==> src/rtl/branch_ctrl.sv <==
// Branch/jump control for a small sequencer: IDLE/RUN/HALTED FSM, 32x9 jump-target
// table, jump-slot violation flag and a saturating run-cycle counter.
module branch_ctrl #(
  parameter int CNT_W = 16
) (
  input  logic             clk,
  input  logic             init,
  input  logic             start,
  input  logic             op_branch,
  input  logic             op_jump,
  input  logic             op_halt,
  input  logic             cond,
  input  logic [4:0]       lut_idx,
  input  logic             read_jump,
  input  logic             lut_we,
  input  logic [4:0]       lut_waddr,
  input  logic [8:0]       lut_wdata,
  output logic             jump_en,
  output logic             branch_taken,
  output logic             branch_skip,
  output logic             halt,
  output logic [8:0]       jump_addr,
  output logic             done,
  output logic             slot_err,
  output logic [CNT_W-1:0] cycle_cnt
);

  typedef enum logic [1:0] {S_IDLE, S_RUN, S_HALTED} state_t;

  state_t           r_state;
  state_t           w_next;
  logic [8:0]       r_table [32];
  logic             r_slot_err;
  logic [CNT_W-1:0] r_cnt;
  logic             w_run;
  logic             w_launch;

  assign w_run    = (r_state == S_RUN);
  assign w_launch = !w_run && start;

  always_comb begin
    w_next = r_state;
    case (r_state)
      S_IDLE:   if (start)   w_next = S_RUN;
      S_RUN:    if (op_halt) w_next = S_HALTED;
      S_HALTED: if (start)   w_next = S_RUN;
      default:               w_next = S_IDLE;
    endcase
  end

  // Outside RUN the PC is held: halt asserted, no redirects.
  always_comb begin
    halt         = 1'b1;
    jump_en      = 1'b0;
    branch_taken = 1'b0;
    branch_skip  = 1'b0;
    if (w_run) begin
      halt         = op_halt;
      branch_taken = op_branch & cond & ~op_halt;
      branch_skip  = op_branch & ~cond & ~op_halt;
      jump_en      = op_jump & ~op_branch & ~op_halt;
    end
  end

  always_ff @(posedge clk) begin
    if (init) begin
      r_state    <= S_IDLE;
      r_slot_err <= 1'b0;
      r_cnt      <= '0;
      for (int i = 0; i < 32; i++) r_table[i] <= 9'h000;
    end else begin
      r_state <= w_next;
      if (w_launch) begin
        r_slot_err <= 1'b0;
        r_cnt      <= '0;
      end else if (w_run) begin
        if (r_cnt != '1) r_cnt <= r_cnt + 1'b1;
        // A taken branch must be followed by the jump in its delay slot.
        if (read_jump && !op_jump) r_slot_err <= 1'b1;
      end
      if (lut_we && !w_run) r_table[lut_waddr] <= lut_wdata;
    end
  end

  assign jump_addr = r_table[lut_idx];
  assign done      = (r_state == S_HALTED);
  assign slot_err  = r_slot_err;
  assign cycle_cnt = r_cnt;

endmodule
==> config.mk <==
export PLATFORM = sky130hd
export DESIGN_NAME = branch_ctrl
export DESIGN_NICKNAME = d
export VERILOG_FILES = /design/src/rtl/branch_ctrl.sv
export SDC_FILE = /design/constraint.sdc
export NUM_CORES = 1
export LEC_CHECK = 0
export CAP_MARGIN = 20
export CORE_AREA = 5 5 308 159
export CTS_CLUSTER_SIZE = 40
export DETAILED_ROUTE_END_ITERATION = 8
export DIE_AREA = 0 0 313 164
export PLACE_DENSITY_LB_ADDON = 0.2
export SYNTH_ARGS = -nofsm -noshare
export SYNTH_HDL_FRONTEND = slang
export SYNTH_SLANG_ARGS = --single-unit
==> constraint.sdc <==
create_clock -name clk -period 2.5 [get_ports clk]
set_input_delay 0.5 -clock clk [delete_from_list [all_inputs] [get_ports clk]]
set_output_delay 0.5 -clock clk [all_outputs]
set_load 0.02 [all_outputs]
==> flow_summary.ini <==
[global_routing]
track_usage = 0.1695
grt_antenna_before_repair = 2
grt_max_degree = 36
met3_usage = 0.05951
grt.met1_usage = 0.2917
grt-ovfl-total = 0
grt_pass1_vias = 8021
busiest_layer = met1
grt_pass1_wl_mm = 62.30
met2_usage = 0.1961

[synthesis]
syn_nets = 939
syn-cell-area_mm2 = 0.01413
synth.avg_cell_area_um2 = 15.53
yosysUniqueCellTypes = 41
yosys_warnings = 0
seq_area_frac_synth = 0.6389
synth_seq_cells = 307
synthCells = 910

[hold_path]
hold_start = slot_err
hold_path_depth = 2
hp-class = reg -> reg
worstHoldEndpoint = slot_err

[timing]
fin_crit_ns = 3.028
worst_pin_slew_ns = 0.7808
slew_headroom = 0.4747
setup_slack_ns = -0.5282
setup-violations-final = 9
fin_crit_sh = 1.211
setup_tns_ns = -4.456
fmax_mhz = 330.2
rsz0062_at_grt = true
slew_violations = 0
hold_violations = 0
worst_clock_skew_ns = 0.02050

[floorplan]
die_h_um = 164
fp-row-count = 56
ios = 59
initial_core_util = 0.3065
core-area_mm2 = 0.04610
die_w_um = 313
dieArea_mm2 = 0.05133

[power]
p_clk_frac = 0.399
p_int_mw = 8.747
ir_drop_mv = 0.5303
p_comb_frac = 0.086
p_total_mw = 11.40
switching_share = 0.2331
power.switching_mw = 2.658
seq_power_share = 0.515
p_leak_nw = 6.192
p_per_area_mw_per_mm2 = 668.5

[critical_path]
endpoint_kind = output pin
critPathLaunchType = register
regToRegEndpoint = r_table[0][0]
reg2reg_slack_ns = 0.32
reg2reg_depth = 5
r2r_start = r_state[0]
crit_required_ns = 2.00
worst-setup-path-type = reg -> out
arrival_ns = 2.53
crit_fanout = 1

[place]
gp_routability_congestion = 0.8146
place_area_mm2 = 0.01606
portBuffers = 58
place_hpwl_mm = 30.62

[cts]
root_buffer = clkbuf_16
clkSinkCount = 307
cts.path.max_buffers = 3
clk_pin_slew_ns = 0.06
cts_tree = done
cts_buffers = 30
insertion_delay_ns = 0.58
cts_max_level = 1

[run_status]
status = complete, but fails checks
violations = setup timing

[finish]
area_growth_pct = 20.73
final_layout_size_suffix_gt1_frac = 0.2621
layout_common_cells = and2_1, edfxtp_1, mux4_2
final_cell_area_mm2 = 0.01706
nets = 1058

[routing]
route.detailed.drc = 0
ant_nets = 0
vias_per_cell = 4.942
dr.first_iter.drc_count = 807
num_vias = 8218
detail_route.wl_per_cell_um = 26.00
totalWireLength_mm = 43.24
drtPass1Iterations = 5

[job]
cap_violations = 0
[cells by family (layout without fill, tap and decap cells)]
logic type | Yosys count | after routing | synth area share
AND/OR/NAND/NOR | 422 | 422 | 0.1794
flip-flops | 307 | 307 | 0.6389
multiplexers | 99 | 99 | 0.1506
buffers and inverters | 58 | 201 | 0.01771
XOR/XNOR | 13 | 13 | 0.008057
AO/OA/AOI/OAI | 10 | 10 | 0.004428
adder cells (fa/ha/maj) | 1 | 1 | 0.0008853
other | 0 | 1 | 0
[power by group through the flow]
stage          Combinational, mW  Clock, mW  Sequential [mW]
2_1_floorplan              0.557          0             5.90
5_1_grt                     1.04       4.86             5.88
6_report                   0.981       4.55             5.88
4_1_cts                    0.991       4.64             5.87
3_3_place_gp               0.968          0             5.99
3_5_place_dp               0.977          0             5.98
[worst max-delay path, stage by stage, from the launching register on]
cell and delay [ns]:
edfxtp_1 0.49, mux4_2 0.51, mux4_2 0.53, mux2_4 0.28, buf_6 0.13
[metal layers]
layer | share of wire | wire length [um]
met1 | 0.54 | 23190
met2 | 0.35 | 15070
met3 | 0.10 | 4356
met4 | 0.014 | 618
met5 | 0 | 0
[state kept, by name, summed over array words and instances (netlist names)]
signal,cells
r_table,288
r_state,2
slot_err,1
cycle_cnt,16
[Yosys cell counts, drive strengths merged]
cell type	number	share of area
and2	288	0.13
edfxtp	288	0.61
mux4	90	0.14
nor2	48	0.013
clkbuf	43	0.011
or2	32	0.014
dfxtp	19	0.027
buf	11	0.0052
mux2	9	0.0072
xnor2	8	0.0050
nand3	7	0.0025
nand4	7	0.0031
nand2	5	0.0013
nor4	5	0.0027
xor2	5	0.0031
a21oi	4	0.0014
inv	4	0.0011
nand3b	4	0.0021
nor3	4	0.0014
nand2b	3	0.0013
nor2b	3	0.0013
or3	3	0.0013
or3b	3	0.0019
nand4b	2	0.0012
nor3b	2	0.0011
nor4b	2	0.0012
a21o	1	0.00053
a22oi	1	0.00053
a31o	1	0.00062
a31oi	1	0.00044
and3	1	0.00044
and4	1	0.00062
and4b	1	0.00071
ha	1	0.00089
o21ai	1	0.00035
o21bai	1	0.00053
or4b	1	0.00071
[through the flow]
| step | setup WS (ns) | cells | utilization | hold slack [ns] |
|---|---|---|---|---|
| 2_1_floorplan | -0.03397 | 910 | - | 0.5527 |
| 3_3_place_gp | -0.9502 | 1602 | 0.3484 | 0.4625 |
| 3_5_place_dp | -0.9373 | 1602 | 0.3484 | 0.4712 |
| 4_1_cts | -0.5354 | 1662 | 0.3701 | 0.4862 |
| 5_1_grt | -0.5561 | 1662 | 0.3700 | 0.5258 |
| 6_report | -0.5282 | 1663 | 0.3700 | 0.4926 |
[timing repair]
| item | 4_1_cts | 5_1_grt |
|---|---|---|
| buffers inserted | 4 | 0 |
| gates resized for setup | 59 | 6 |
| setup endpoints to repair | 13 | 11 |
| hold buffers | 0 | 0 |
[worst max-delay path by stage]
stage,from,to,slack (ns),depth (start not counted)
floorplan,lut_idx[1],jump_addr[0],-0.03,5
global route,r_table[20][6],jump_addr[6],-0.56,4
CTS,r_table[29][0],jump_addr[0],-0.54,4
detailed placement,lut_idx[1],jump_addr[1],-0.94,7
finish,r_table[29][8],jump_addr[8],-0.53,4
global placement,lut_idx[1],jump_addr[1],-0.95,7
[layout make-up]
class | count | area, um2
clock inverter | 19 | 187.7
sequential | 307 | 9029
multi-input combinational | 545 | 4886
clock buffer | 37 | 777.0
tap | 609 | 762.0
fill | 4298 | 29040
antenna | 1 | 2.502
inverter | 4 | 15.01
timing repair buffer | 141 | 1401
Power figures use the tool's default switching activity.
